`src/rtl/spi_pkg.sv`:
```
// Shared types and constants for the SPI master sequencer.
package spi_pkg;

  typedef enum logic [2:0] {
    IDLE  = 3'd0,
    LEAD  = 3'd1,
    HIGH  = 3'd2,
    LOW   = 3'd3,
    TRAIL = 3'd4
  } spi_state_e;

  localparam int LEN_DATA_DEF   = 8;
  localparam int NUM_SLAVES_DEF = 4;
  localparam int SS_MAX         = 64;

  // Deselected SS bus; callers slice the low NUM_SLAVES bits (NUM_SLAVES <= SS_MAX).
  function automatic logic [SS_MAX-1:0] ss_idle();
    return {SS_MAX{1'b1}};
  endfunction

endpackage

```
`src/rtl/spi_clk_div.sv`:
```
// SCLK half-period divider: tick marks the last CLK cycle of each half-period.
module spi_clk_div #(
  parameter int CLK_DIV = 2
) (
  input  logic clk,
  input  logic rst,
  input  logic clr,
  output logic tick
);

  localparam int DIV_W = (CLK_DIV > 1) ? $clog2(CLK_DIV) : 1;
  localparam logic [DIV_W-1:0] DIV_MAX = DIV_W'(CLK_DIV - 1);

  logic [DIV_W-1:0] div_cnt_q;
  logic [DIV_W-1:0] div_cnt_d;

  // Tick decode and wrap/clear of the divider count
  always_comb begin
    tick = (div_cnt_q == DIV_MAX);
    if (clr || tick) begin
      div_cnt_d = '0;
    end else begin
      div_cnt_d = div_cnt_q + DIV_W'(1);
    end
  end

  // Divider count register
  always_ff @(posedge clk) begin
    if (rst) begin
      div_cnt_q <= '0;
    end else begin
      div_cnt_q <= div_cnt_d;
    end
  end

endmodule

```
`src/rtl/spi_master_ctrl.sv`:
```
// Single-master SPI sequencer (SCLK idles low, LSB first, slaves act on SCLK fall).
// Optional build macro SPI_LOOPBACK_EN adds a LOOPBACK input that routes MOSI into the rx shifter.
module spi_master_ctrl
  import spi_pkg::*;
#(
  parameter int LEN_DATA   = LEN_DATA_DEF,
  parameter int NUM_SLAVES = NUM_SLAVES_DEF,
  parameter int CLK_DIV    = 2,
  localparam int SEL_W     = (NUM_SLAVES > 1) ? $clog2(NUM_SLAVES) : 1
) (
  input  logic                  CLK,
  input  logic                  RST,
  input  logic                  START,
  input  logic [SEL_W-1:0]      SLAVE_SEL,
  input  logic [LEN_DATA-1:0]   TX_DATA,
  output logic [LEN_DATA-1:0]   RX_DATA,
  output logic                  BUSY,
  output logic                  DONE,
  output logic                  ERR,
  output logic                  SCLK,
  output logic                  MOSI,
  input  logic                  MISO,
`ifdef SPI_LOOPBACK_EN
  input  logic                  LOOPBACK,
`endif
  output logic [NUM_SLAVES-1:0] SS
);

  localparam int BIT_W = $clog2(LEN_DATA + 1);
  localparam logic [BIT_W-1:0]      LEN_CNT = BIT_W'(LEN_DATA);
  localparam logic [SEL_W:0]        NS_LIM  = (SEL_W + 1)'(NUM_SLAVES);
  localparam logic [SS_MAX-1:0]     SS_ALL  = ss_idle();
  localparam logic [NUM_SLAVES-1:0] SS_IDLE = SS_ALL[NUM_SLAVES-1:0];
  localparam logic [NUM_SLAVES-1:0] SS_ONE  = NUM_SLAVES'(1'b1);

  spi_state_e state_q, state_d;
  logic [LEN_DATA-1:0]   tx_q, tx_d;
  logic [LEN_DATA-1:0]   rx_q, rx_d;
  logic [LEN_DATA-1:0]   rx_data_q, rx_data_d;
  logic [BIT_W-1:0]      bit_cnt_q, bit_cnt_d;
  logic [NUM_SLAVES-1:0] ss_q, ss_d;
  logic sclk_q, sclk_d;
  logic mosi_q, mosi_d;
  logic busy_q, busy_d;
  logic done_q, done_d;
  logic err_q, err_d;
`ifdef SPI_LOOPBACK_EN
  logic lb_q, lb_d;
`endif
  logic tick_s;
  logic clr_s;
  logic sel_ok_s;
  logic rx_in_s;

  // The divider restarts at every state change, so each phase lasts exactly CLK_DIV cycles
  assign clr_s    = (state_d != state_q);
  assign sel_ok_s = ({1'b0, SLAVE_SEL} < NS_LIM);

  spi_clk_div #(.CLK_DIV(CLK_DIV)) u_clk_div (
    .clk  (CLK),
    .rst  (RST),
    .clr  (clr_s),
    .tick (tick_s)
  );

  // Next-state and datapath decode
  always_comb begin
    state_d   = state_q;
    tx_d      = tx_q;
    rx_d      = rx_q;
    rx_data_d = rx_data_q;
    bit_cnt_d = bit_cnt_q;
    ss_d      = ss_q;
    sclk_d    = sclk_q;
    mosi_d    = mosi_q;
    busy_d    = busy_q;
    done_d    = 1'b0;
    err_d     = 1'b0;
`ifdef SPI_LOOPBACK_EN
    lb_d      = lb_q;
    rx_in_s   = lb_q ? mosi_q : MISO;
`else
    rx_in_s   = MISO;
`endif
    case (state_q)
      IDLE: begin
        if (START && sel_ok_s) begin
          state_d   = LEAD;
          tx_d      = TX_DATA;
          mosi_d    = TX_DATA[0];
          bit_cnt_d = '0;
          busy_d    = 1'b1;
`ifdef SPI_LOOPBACK_EN
          lb_d      = LOOPBACK;
          if (LOOPBACK) begin
            ss_d = SS_IDLE;
          end else begin
            ss_d = ~(SS_ONE << SLAVE_SEL);
          end
`else
          ss_d      = ~(SS_ONE << SLAVE_SEL);
`endif
        end else if (START) begin
          err_d = 1'b1;
        end else begin
          err_d = 1'b0;
        end
      end
      LEAD: begin
        if (tick_s) begin
          sclk_d  = 1'b1;
          state_d = HIGH;
        end else begin
          state_d = LEAD;
        end
      end
      HIGH: begin
        if (tick_s) begin
          sclk_d    = 1'b0;
          bit_cnt_d = bit_cnt_q + BIT_W'(1);
          state_d   = LOW;
        end else begin
          state_d = HIGH;
        end
      end
      LOW: begin
        if (tick_s) begin
          rx_d = LEN_DATA'({rx_in_s, rx_q} >> 1);
          if (bit_cnt_q == LEN_CNT) begin
            state_d = TRAIL;
          end else begin
            // MOSI moves only on the rising edge, a full half-period ahead of the slave's sample
            tx_d    = tx_q >> 1;
            mosi_d  = tx_d[0];
            sclk_d  = 1'b1;
            state_d = HIGH;
          end
        end else begin
          state_d = LOW;
        end
      end
      TRAIL: begin
        if (tick_s) begin
          ss_d      = SS_IDLE;
          rx_data_d = rx_q;
          done_d    = 1'b1;
          busy_d    = 1'b0;
          state_d   = IDLE;
        end else begin
          state_d = TRAIL;
        end
      end
      default: begin
        state_d = IDLE;
        ss_d    = SS_IDLE;
        busy_d  = 1'b0;
        sclk_d  = 1'b0;
      end
    endcase
  end

  // State and datapath registers
  always_ff @(posedge CLK) begin
    if (RST) begin
      state_q   <= IDLE;
      tx_q      <= '0;
      rx_q      <= '0;
      rx_data_q <= '0;
      bit_cnt_q <= '0;
      ss_q      <= SS_IDLE;
      sclk_q    <= 1'b0;
      mosi_q    <= 1'b0;
      busy_q    <= 1'b0;
      done_q    <= 1'b0;
      err_q     <= 1'b0;
`ifdef SPI_LOOPBACK_EN
      lb_q      <= 1'b0;
`endif
    end else begin
      state_q   <= state_d;
      tx_q      <= tx_d;
      rx_q      <= rx_d;
      rx_data_q <= rx_data_d;
      bit_cnt_q <= bit_cnt_d;
      ss_q      <= ss_d;
      sclk_q    <= sclk_d;
      mosi_q    <= mosi_d;
      busy_q    <= busy_d;
      done_q    <= done_d;
      err_q     <= err_d;
`ifdef SPI_LOOPBACK_EN
      lb_q      <= lb_d;
`endif
    end
  end

  assign RX_DATA = rx_data_q;
  assign BUSY    = busy_q;
  assign DONE    = done_q;
  assign ERR     = err_q;
  assign SCLK    = sclk_q;
  assign MOSI    = mosi_q;
  assign SS      = ss_q;

endmodule

```
`config.mk`:
```
export PLATFORM = sky130hd
export DESIGN_NAME = spi_master_ctrl
export DESIGN_NICKNAME = d
export VERILOG_FILES = /design/src/rtl/spi_pkg.sv /design/src/rtl/spi_clk_div.sv /design/src/rtl/spi_master_ctrl.sv
export SDC_FILE = /design/constraint.sdc
export NUM_CORES = 1
export LEC_CHECK = 0
export ABC_AREA = 1
export BUFFER_PORTS_ARGS = -buffer_cell sky130_fd_sc_hd__buf_2
export CAP_MARGIN = 10
export CORE_ASPECT_RATIO = 1.25
export CORE_MARGIN = 3
export CORE_UTILIZATION = 51
export CTS_BUF_LIST = sky130_fd_sc_hd__clkbuf_4 sky130_fd_sc_hd__clkbuf_8
export DETAILED_ROUTE_END_ITERATION = 10
export PLACE_DENSITY = 0.8
export SYNTH_ARGS = -nofsm -noshare
export SYNTH_HDL_FRONTEND = slang
export SYNTH_SLANG_ARGS = --single-unit
```
`constraint.sdc`:
```
create_clock -name CLK -period 1.4 [get_ports CLK]
set_clock_uncertainty 0.15 [all_clocks]
set_input_delay 0.14 -clock CLK [delete_from_list [all_inputs] [get_ports CLK]]
set_output_delay 0.14 -clock CLK [all_outputs]
set_load 0.1 [all_outputs]
```
==> impl_metrics.tcl <==
set metrics [dict create \
    run_status "completed" \
    comb_power_share_pct 22.8 \
    fmax_ghz 0.719 \
    coreArea_mm2 0.00308 \
    ant_nets 0 \
    p_sw_w 0.000812 \
    layout_commonest_cell "nor2_1" \
    synth.area.top_cells "dfxtp_1 45%, nor2_1 11%, nand2_1 11%, o21ai_0 6.1%, nand3_1 5.2%" \
    syn_area_per_cell_um2 7.14 \
    n_antenna_cell 0 \
    dpl.hpwl_mm 2.59 \
    p_int_w 0.00175 \
    grt_usage_pct 21.2 \
    layout-drive-gt1-share_pct 34.8 \
    num_io_pins 31 \
    p_seq_share_pct 47.3 \
    vias 1740 \
    rsz0062_at_grt "yes" \
    fin_crit_ns 1.39 \
    antenna_found_initial 0 \
    crit_path_end_kind "register" \
    fillCellCount 225 \
    drt-vias-per-instance 5.10 \
    power_density_mw_per_mm2 1070 \
    fin_crit_sh_pct 99.4 \
    crit_type "register to register" \
    clockPowerShare_pct 30.0 \
    max_cap_violations 0 \
    dr.first_iter.drc_count 40 \
    dp_cells 317 \
    fp.dieH_um 70.9 \
    wl_mm 4.28 \
    syn_area_mm2 0.00172 \
    postSynthCellCount 241 \
    dieArea_mm2 0.00411 \
    slew_viol_final 0 \
    yosysUniqueCellTypes 24 \
    hold_viol 0 \
    gp_congestion 0.854 \
    switching_share_pct 31.7 \
    ys_ff_latch 39 \
    yosysSeqAreaShare_pct 45.4 \
    crit_arrival_ns 1.53 \
    final_cells 341 \
    clkLatencyLatePin_ns 0.36 \
    cts-buffers-inserted 5 \
    h-tree-depth 2 \
    grt_max_degree 16 \
    ys_warn_count 0 \
    clock-root-buffer "clkbuf_4" \
    worst_slack_ns 0.00827 \
    firstDrtPassIters 4 \
    placed_cell_area_mm2 0.00202 \
    cp.required_ns 1.54 \
    drc 0 \
    clockBufferDepth 2 \
    initial_core_util_pct 55.8 \
    crit_path_top_delay_cell "dfxtp_4" \
    critPathMaxStageDelay_ns 0.39 \
    p_leak_nw 1.07 \
    most-common-layout-cells "47 x nor2_1, 42 x nand2_1, 38 x buf_4" \
    synth_top_cell_by_area "dfxtp_1" \
    critPathLaunchType "register" \
    setup_viol 0 \
    grt_overflow 0 \
    total_power_w 0.00257 \
    wire_per_inst_um 12.6 \
    path_clk_slew_ns 0.13 \
    fin_area_mm2 0.00241 \
    fin_nets 320 \
    die_x_um 58.0 \
    num_rows 22 \
    tritoncts "built" \
    synth_nets 257 \
    path_common_cell "nor2_1" \
    port_buffers 29 \
    grt_pass1_wl_mm 6.88 \
    post-place-ws_ns -0.0890 \
    ir_drop_v 0.000812 \
    crit_fanout 14 \
    cts.sinks 39 \
    syn_to_final_growth_pct 39.9 \
    grt_pass1_vias 1596 \
    hold_path_class "input pin to register" \
    cp_cell_sequence "buf_4 -> nand3_4 -> buf_6 -> o21ai_0 -> nor2_1 -> nor2_1" \
    yosysTopAreaCellShare_pct 45.4 \
]
-- cell families (layout without fill, tap and decap cells) --
group	count (synthesis)	after routing	share of synthesized area [%]
AOI/OAI and AO/OA	38	38	11.6
adders and majority gates	2	2	1.45
buffers and inverters	32	94	8.22
DFF	39	39	45.4
other	1	1	0.218
and+or+nand+nor	129	131	33.2
-- layout make-up --
type	count	area [um^2]	area share, %
clock buffers	5	37.5	1.56
clock inverters	3	43.8	1.82
inverters	21	83.8	3.48
multi-input cells	172	912	37.9
flip-flops and latches	39	798	33.2
well taps	36	45.0	1.87
repair buffers	65	487	20.2
-- cells in the mapped netlist --
| cell type | number |
|---|---|
| buf_1 | 1 |
| dfxtp_1 | 39 |
| nand2_1 | 49 |
| nor2_1 | 51 |
| ha_1 | 2 |
| o21ai_0 | 21 |
| nand2_2 | 5 |
| clkbuf_4 | 1 |
| buf_6 | 1 |
| buf_4 | 2 |
| buf_2 | 2 |
| nand3_1 | 18 |
| a21oi_1 | 14 |
| inv_2 | 3 |
| nand4_1 | 2 |
| nand4_4 | 1 |
| nand3_4 | 1 |
| nand2_4 | 1 |
| nor2_4 | 1 |
| a21oi_2 | 2 |
| inv_1 | 18 |
| conb_1 | 1 |
| a31oi_1 | 1 |
| clkbuf_1 | 4 |
-- sequential cells by signal (all words and copies together) (netlist names) --
| signal | cells |
|---|---|
| tx_q | 8 |
| SS | 4 |
| rx_q | 8 |
| bit_cnt_q | 4 |
| RX_DATA | 8 |
| state_q | 3 |
| u_clk_div.tick | 1 |
| BUSY | 1 |
| DONE | 1 |
| SCLK | 1 |
-- power groups by stage --
| stage | Sequential [W] | Combinational, W | Clock (W) |
|---|---|---|---|
| 6_report | 0.00121 | 0.000584 | 0.000769 |
| 5_1_grt | 0.00122 | 0.000632 | 0.000832 |
| 4_1_cts | 0.00120 | 0.000524 | 0.000773 |
| 3_5_place_dp | 0.00123 | 0.000472 | 0 |
| 3_3_place_gp | 0.00122 | 0.000465 | 0 |
| 2_1_floorplan | 0.00131 | 0.000259 | 0 |
-- critical path, delay by kind of cell (launching register included) --
kind | cells | cell delay, ns
and+or+nand+nor | 3 | 0.29
DFF | 1 | 0.39
AOI/OAI and AO/OA | 1 | 0.21
buffers and inverters | 2 | 0.28
-- final timing paths --
kind,from,to,slack (ns),depth (start not counted)
max,state_q[1],tx_q[0],0.008,6
min,START,BUSY,0.19,6
max reg2reg,state_q[1],tx_q[0],0.008,6
min reg2reg,SS[2],SS[2],0.32,2
-- repair_timing --
action,CTS,global route
pin swaps,4,8
endpoints found under the setup margin,43,28
resized for setup,31,34
hold buffers,12,0
buffers inserted,0,3
gates cloned,1,1
endpoints found under the hold margin,19,0
-- per-stage QoR --
stage	setup TNS, ns	utilization, %	hold WS [ns]
global placement	-0.503	65.5	0.266
global route	-0.379	78.1	0.197
detailed placement	-1.23	65.5	0.271
floorplan	0	-	0.151
finish	0	78.1	0.187
CTS	0	74.3	0.135
-- metal layers --
layer	track usage [%]	vias to the layer above	routed length [um]
met4	5.67	0	36
li1	-	890	-
met5	0	-	0
met3	6.57	5	280
met1	26.1	778	1810
met2	35.4	67	2150
Note: power is estimated with default switching activity, not from simulation.
